`config.mk`:
```
export PLATFORM = sky130hd
export DESIGN_NAME = ball_sprite_engine
export DESIGN_NICKNAME = d
export VERILOG_FILES = /design/src/rtl/ball_sprite_engine.sv
export SDC_FILE = /design/constraint.sdc
export NUM_CORES = 1
export LEC_CHECK = 0
export CAP_MARGIN = 15
export CORE_UTILIZATION = 50
export CTS_BUF_LIST = sky130_fd_sc_hd__clkbuf_16
export DETAILED_ROUTE_END_ITERATION = 7
export MAX_ROUTING_LAYER = met4
export PLACE_DENSITY_LB_ADDON = 0.1
export SLEW_MARGIN = 15
export SYNTH_ARGS = -nofsm -noshare
export SYNTH_HDL_FRONTEND = slang
export SYNTH_SLANG_ARGS = --single-unit
```
`constraint.sdc`:
```
create_clock -name clk_i -period 2.9 [get_ports clk_i]
set_clock_uncertainty 0.1 [all_clocks]
set_input_delay 0.29 -clock clk_i [delete_from_list [all_inputs] [get_ports clk_i]]
set_output_delay 0.29 -clock clk_i [all_outputs]
set_load 0.005 [all_outputs]
```
`src/rtl/ball_sprite_engine.sv`:
```
// Square-ball sprite generator: registered RGB565 pixel output plus a once-per-frame
// position update FSM. Optional bounce counter enabled with BALL_BOUNCE_COUNT_EN.
module ball_sprite_engine #(
  parameter int unsigned H_ACTIVE   = 640,
  parameter int unsigned V_ACTIVE   = 480,
  parameter int unsigned SIZE       = 4,
  parameter int unsigned H_INIT     = 128,
  parameter int unsigned V_INIT     = 128,
  parameter int unsigned SPEED_W    = 4,
  parameter logic [15:0] BALL_COLOR = 16'hFFFF,
  parameter logic [15:0] BG_COLOR   = 16'h0000
) (
  input  logic               clk_i,
  input  logic               reset_i,
  input  logic [15:0]        row_i,
  input  logic [15:0]        column_i,
  input  logic [SPEED_W-1:0] speed_h_i,
  input  logic [SPEED_W-1:0] speed_v_i,
  input  logic               pause_i,
  output logic [15:0]        rgb_o,
  output logic [15:0]        ball_h_o,
  output logic [15:0]        ball_v_o,
  output logic               bounce_h_o,
  output logic               bounce_v_o,
  output logic               frame_tick_o
`ifdef BALL_BOUNCE_COUNT_EN
  ,
  output logic [15:0]        bounce_cnt_o
`endif
);

  localparam logic [16:0] MaxH    = 17'(H_ACTIVE - SIZE);
  localparam logic [16:0] MaxV    = 17'(V_ACTIVE - SIZE);
  localparam logic [16:0] Size17  = 17'(SIZE);
  localparam logic [15:0] HActive = 16'(H_ACTIVE);
  localparam logic [15:0] VActive = 16'(V_ACTIVE);

  typedef enum logic [1:0] {StWait, StUpdH, StUpdV} state_e;

  typedef struct packed {
    logic [15:0] pos;
    logic        dir;
    logic        bounce;
  } step_t;

  // dir = 1 means moving towards larger coordinates; walls clamp exactly.
  function automatic step_t axis_step(input logic [15:0] pos, input logic dir,
                                      input logic [SPEED_W-1:0] speed,
                                      input logic [16:0] max_pos);
    step_t       res;
    logic [16:0] p17;
    logic [16:0] s17;
    logic [16:0] sum;
    logic [16:0] diff;
    p17  = {1'b0, pos};
    s17  = 17'(speed);
    sum  = p17 + s17;
    diff = p17 - s17;
    res  = '{pos: pos, dir: dir, bounce: 1'b0};
    if (dir) begin
      if (sum >= max_pos) res = '{pos: max_pos[15:0], dir: 1'b0, bounce: 1'b1};
      else                res.pos = sum[15:0];
    end else begin
      if (p17 <= s17) res = '{pos: 16'd0, dir: 1'b1, bounce: 1'b1};
      else            res.pos = diff[15:0];
    end
    return res;
  endfunction

  state_e      state_q, state_d;
  logic [15:0] ball_h_q, ball_h_d, ball_v_q, ball_v_d;
  logic        dir_h_q, dir_h_d, dir_v_q, dir_v_d;
  logic        bounce_h_q, bounce_h_d, bounce_v_q, bounce_v_d;
  logic        match_q, tick_q, tick_d;
  logic [15:0] rgb_q, rgb_d;
  logic        match, hit, visible;
  step_t       step_res;

  // Edge-detect the match so a scan parked on the trigger pixel fires only once.
  assign match  = (row_i == VActive) && (column_i == 16'd0);
  assign tick_d = match && !match_q;

  always_comb begin
    state_d    = state_q;
    ball_h_d   = ball_h_q;
    ball_v_d   = ball_v_q;
    dir_h_d    = dir_h_q;
    dir_v_d    = dir_v_q;
    bounce_h_d = 1'b0;
    bounce_v_d = 1'b0;
    step_res   = '0;
    unique case (state_q)
      StWait: if (tick_q && !pause_i) state_d = StUpdH;
      StUpdH: begin
        step_res   = axis_step(ball_h_q, dir_h_q, speed_h_i, MaxH);
        ball_h_d   = step_res.pos;
        dir_h_d    = step_res.dir;
        bounce_h_d = step_res.bounce;
        state_d    = StUpdV;
      end
      StUpdV: begin
        step_res   = axis_step(ball_v_q, dir_v_q, speed_v_i, MaxV);
        ball_v_d   = step_res.pos;
        dir_v_d    = step_res.dir;
        bounce_v_d = step_res.bounce;
        state_d    = StWait;
      end
      default: state_d = StWait;
    endcase
  end

  always_comb begin
    visible = (row_i < VActive) && (column_i < HActive);
    hit     = ({1'b0, column_i} >= {1'b0, ball_h_q}) &&
              ({1'b0, column_i} <  ({1'b0, ball_h_q} + Size17)) &&
              ({1'b0, row_i}    >= {1'b0, ball_v_q}) &&
              ({1'b0, row_i}    <  ({1'b0, ball_v_q} + Size17));
    rgb_d   = (visible && hit) ? BALL_COLOR : BG_COLOR;
  end

  always_ff @(posedge clk_i) begin
    if (reset_i) begin
      state_q    <= StWait;
      ball_h_q   <= 16'(H_INIT);
      ball_v_q   <= 16'(V_INIT);
      dir_h_q    <= 1'b0;
      dir_v_q    <= 1'b1;
      bounce_h_q <= 1'b0;
      bounce_v_q <= 1'b0;
      match_q    <= 1'b0;
      tick_q     <= 1'b0;
      rgb_q      <= BG_COLOR;
    end else begin
      state_q    <= state_d;
      ball_h_q   <= ball_h_d;
      ball_v_q   <= ball_v_d;
      dir_h_q    <= dir_h_d;
      dir_v_q    <= dir_v_d;
      bounce_h_q <= bounce_h_d;
      bounce_v_q <= bounce_v_d;
      match_q    <= match;
      tick_q     <= tick_d;
      rgb_q      <= rgb_d;
    end
  end

  assign rgb_o        = rgb_q;
  assign ball_h_o     = ball_h_q;
  assign ball_v_o     = ball_v_q;
  assign bounce_h_o   = bounce_h_q;
  assign bounce_v_o   = bounce_v_q;
  assign frame_tick_o = tick_q;

`ifdef BALL_BOUNCE_COUNT_EN
  logic [15:0] bounce_cnt_q, bounce_cnt_d;

  // Pulses never coincide, so a corner adds one on each of two cycles.
  assign bounce_cnt_d = bounce_cnt_q + {15'd0, bounce_h_q} + {15'd0, bounce_v_q};

  always_ff @(posedge clk_i) begin
    if (reset_i) bounce_cnt_q <= 16'd0;
    else         bounce_cnt_q <= bounce_cnt_d;
  end

  assign bounce_cnt_o = bounce_cnt_q;
`endif

endmodule

```
**Yosys cells after proc, flatten, opt, wreduce, memory -nomap -nowiden**

Index checks and enable logic that the tools add are counted.
Widths: inputs -> output; s select.

- Add/sub/neg operators: 6
- Magnitude comparators: 10
- Equal/unequal tests: 4
- Mux-type cells: 13
- Bitwise operators: 2
- Reduce and logical (&&, ||, !) cells: 14

Operator list:

| cell | count |
|---|---|
| $mux 16 | 5 |
| $mux 18 | 2 |
| $add 16x3->17 const B | 2 |
| $add 16x4->17 | 2 |
| $lt 16x17->1 | 2 |
| $ge 16x16->1 | 2 |
| $le 16x4->1 | 2 |
| $sub 16x4->16 | 2 |
| $ge 17x10->1 const B | 1 |
| $ge 17x9->1 const B | 1 |
| $eq 16x9->1 const B | 1 |
| $logic_not 16->1 | 1 |
| $lt 16x10->1 const B | 1 |
| $lt 16x9->1 const B | 1 |
| $mux 2 | 5 |
| $logic_and 1x1->1 | 8 |
| $pmux 2 s2 | 1 |
| $reduce_or 2->1 | 2 |
| $eq 2x1->1 const B | 1 |
| $eq 2x2->1 const B | 1 |
| $logic_not 1->1 | 2 |
| $logic_not 2->1 | 1 |
| $ne 2x2->1 const B | 1 |
| $not 1->1 | 2 |

- Register bits after elaboration: 56
- Output and inout bits: 51

**Logic depth before layout (Yosys ltp)**

- Depth in word-level cells: 7
- Mapped depth: 13

**Worst setup path before layout**

OpenSTA, ideal clock, no wires.

- Kind: reg-to-reg
- Start: register ball_v_q[0] (netlist: ball_v_o[0])
- End: register ball_v_q[6] (netlist: ball_v_o[6])
- Library setup time: 0.123 ns
- Arrival: 2.709 ns
- Data required time: 2.677 ns
- Setup slack: -0.031 ns
- Stages on the path, launching flop included: 13
- Period minus slack after synthesis: 2.931 ns
- Path through: dfxtp_1 > ha_1 > inv_1 > fa_1 > o21bai_1 > a21oi_2 > buf_4 > nor4_1 > mux2i_1 > nand4b_2 > or2_1 > buf_6 > a221o_2

- Longest elaborated chain between the ends: 4

RTL lines:

| element | line | source |
|---|---|---|
| start: declaration | 71 | `logic [15:0] ball_h_q, ball_h_d, ball_v_q, ball_v_d;` |
| start signal: assignment | 125 | `ball_v_q <= 16'(V_INIT);` |
| start signal: assignment | 136 | `ball_v_q <= ball_v_d;` |
| $add 16x4->17 | 57 | `sum = p17 + s17;` |
| $ge 17x9->1 | 61 | `if (sum >= max_pos) res = '{pos: max_pos[15:0], dir: 1'b0, bounce: 1'b1};` |
| $mux 16 | 61 |  |
| $mux 18 * | 60 | `if (dir) begin` |

Mark *: on every way between the ends. The rest lies on a longest branch, timed or not.
A chain may end at the register's enable or synchronous reset.

**Final worst setup path**

- Start: input speed_v_i[1]
- End: register bounce_v_q (netlist: bounce_v_o)

- Longest elaborated chain between the ends: 4

RTL lines:

| element | line | source |
|---|---|---|
| start: declaration | 18 | `input logic [SPEED_W-1:0] speed_v_i,` |
| $add 16x4->17 | 57 |  |
| $ge 17x9->1 | 61 |  |
| $mux 2 | 61 |  |
| $mux 18 * | 60 |  |
| end signal: assignment | 140 | `bounce_v_q <= bounce_v_d;` |
| end: declaration | 73 | `logic bounce_h_q, bounce_h_d, bounce_v_q, bounce_v_d;` |

Marked as above.

==> flow_summary_export.csv <==
group,metric,value,unit
floorplanning,coreArea,10900,um^2
min_path,worstHoldStart,"match_q",
job,cap_violations,0,
worst_setup_path,cp-end-kind,"flip-flop",
clock_tree,cts.clk_slew.worst_paths,0.06,ns
synth,seq_area_frac_synth,14.6,%
worst_setup_path,critical_path.max_fanout,4,
min_path,min_path_type,"flip-flop to flip-flop",
drt,drc,0,
synth,synth_flop_cell,"dfxtp_1",
sta,report.final.slew_viol_count,0,
worst_setup_path,critPathKind,"primary input to flip-flop",
drt,vias,6241,
floorplanning,io_pins,94,
synth,synth_top_area_share,17.4,%
sta,final-setup-viol-count,0,
synth,synth_area_leaders,"ha_1, dfxtp_1, xnor2_1, a21oi_1, o21ai_0",
placed_design,dp_slack,-0.448,ns
sta,rsz0062_at_grt,"true",
sta,fmax,347,MHz
drt,drt-initial-drc-count,406,
floorplanning,core.rowCount,38,
synth,netlist_top_cells_count,"ha_1, a21oi_1, inv_1, nor2_1, o21ai_0",
sta,setup_slack,0.0140,ns
sta,worst_slew_pin_slew,0.533,ns
clock_tree,cts_buffers,5,
global_route,grt-ovfl-total,0,
finish,utilization,70.2,%
drt,wl_per_cell,18.5,um
placed_design,port_buffers,93,
finish,nets,1006,
finish,area_delta_synth_final,35.9,%
sta,slew_headroom,64.1,%
status,status,"completed",
placed_design,globalplace.congestion,0.947,
synth,async_reset_ff_share,0,%
worst_setup_path,cp.arrival,3.03,ns
power,ir_drop,184,uV
clock_tree,cts_tree,"yes",
clock_tree,clock-root-buffer,"clkbuf_16",
sta,fin_crit,2.89,ns
worst_setup_path,worst_path_most_repeated_cell,"buf_4",
synth,synth_edf_count,0,
drt,routed_via_density,6.11,
synth,synth.avg_cell_area,7.75,um^2
drt,firstDrtPassIters,5,
global_route,grt_pass1_wl,29.0,mm
finish,num_antenna_cells,0,
floorplanning,die_y,108,um
global_route,grt_usage,32.8,%
power,leakage,2.95,nW
global_route,grt_max_degree,22,
synth,synth_most_common_cell,"ha_1",
finish,drive_gt1_share,22.1,%
floorplanning,initial_core_util,51.7,%
power,power.density,195,nW/um^2
sta,fin_crit_sh,99.5,%
sta,hold_slack,0.295,ns
clock_tree,cts_num_sinks,41,
worst_setup_path,required,3.04,ns
worst_setup_path,crit_start,"speed_v_i[1]",
clock_tree,insertion_delay,0.30,ns
synth,synthCells,726,
global_route,grt_pass1_vias,6126,
placed_design,hpwl,14.9,mm
worst_setup_path,cp-start-kind,"primary input",
clock_tree,clk_path_buf_depth,2,
worst_setup_path,r2r_start,"ball_h_o[5]",
synth,synth.ff_latch_count,41,
synth,synth_fp_nets,851,
worst_setup_path,critical-path-slowest-cell,"clkdlybuf4s50_1",
floorplanning,dieArea,11700,um^2
synth,synth.distinct_cells,90,
worst_setup_path,cp_slowest_stage_delay,0.44,ns
synth,syn_area,5620,um^2
floorplanning,die_w,108,um
sta,hold_violations,0,
global_route,antenna_found_initial,0,
synth,yosysWarningCount,0,
clock_tree,htree_levels,2,
worst_setup_path,path_cells,"clkdlybuf4s50_1, inv_1, buf_4, fa_2, nor2b_4, or3b_1, a211oi_2, a2bb2o_4, a221oi_4, or2_4, buf_4, and3_1",
drt,ant_nets,0,
drt,wirelength,18.9,mm
synth,synth_area_leader_cell,"ha_1",
repair_timing:
action / CTS / global route
setup endpoints to repair: 21 / 37
resized for setup: 19 / 43
hold buffers: 0 / 0
pin swaps: 12 / 15
setup buffers: 2 / 3
gates cloned: 0 / 1
worst max-delay path, delay by kind of cell:
kind            cells  cell delay (ns)
compound gates      3             0.77
fa+ha+maj           1             0.25
buf+inv             4             0.87
simple gates        4             0.85
worst paths after layout:
check,depth (start not counted),slack (ns),endpoint
hold / removal,1,0.30,frame_tick_o
setup / recovery,12,0.01,bounce_v_o
hold reg to reg,1,0.30,frame_tick_o
setup reg to reg,12,0.07,rgb_o[14]
registers in the layout (all words and copies together) (netlist names):
| name | count |
|---|---|
| state_q | 2 |
| bounce_h_o | 1 |
| rgb_o | 1 |
| frame_tick_o | 1 |
| match_q | 1 |
| ball_v_o | 16 |
| bounce_v_o | 1 |
| dir_h_q | 1 |
| dir_v_q | 1 |
| ball_h_o | 16 |
layer usage:
| layer | GRT usage [%] | wire length [um] | vias to the layer above | share of wire (%) |
|---|---|---|---|---|
| li1 | - | - | 2968 | - |
| met1 | 34.1 | 7310 | 2956 | 39 |
| met2 | 59.2 | 9670 | 235 | 51 |
| met3 | 4.76 | 1030 | 82 | 5.4 |
| met4 | 17.9 | 902 | 0 | 4.8 |
| met5 | - | 0 | - | 0 |
logic make-up (layout without fill, tap and decap cells):
logic type | Yosys count | in the layout | synth area share, %
XOR/XNOR | 45 | 45 | 7.01
AO/OA/AOI/OAI | 206 | 207 | 26.1
flip-flops | 41 | 41 | 14.6
adder cells (fa/ha/maj) | 82 | 82 | 18.8
AND/OR/NAND/NOR | 239 | 239 | 23.2
multiplexers | 7 | 7 | 1.29
buffers and inverters | 106 | 261 | 8.97
power by group:
part	switching [mW]	internal, mW	leakage (nW)
Combinational	0.175	0.182	2.56
Sequential	0.00529	0.565	0.332
Clock	0.249	0.316	0.0672
Total	0.430	1.06	2.95
cell type report:
type | count | area (um^2)
Clock inverter | 3 | 18.8
Fill cell | 922 | 3240
Timing Repair Buffer | 200 | 1750
Inverter | 53 | 199
Sequential cell | 41 | 825
Tap cell | 140 | 175
Multi-Input combinational cell | 580 | 4550
Clock buffer | 5 | 125
per-stage QoR:
stage                     cells   TNS, ns  power (mW)  instance area [um^2]
after global placement     1008     -8.15       0.912                  7200
final                      1022         0        1.49                  7640
after detailed placement   1008    -10.29       0.924                  7200
after floorplan             726         0       0.750                  5630
after CTS                  1018  -0.00759        1.48                  7450
after global routing       1022    -0.355        1.55                  7640
placed cells by master, fill, tap and decap left out, drive strengths merged, types with 24 or more instances in the layout:
master and instances:
dfxtp 41, nor2 47, buf 107, xnor2 39, inv 53, ha 78
o21ai 46, nand3 24, a21oi 57, clkdlybuf4s50 89, nand2 40
Power figures use the tool's default switching activity.
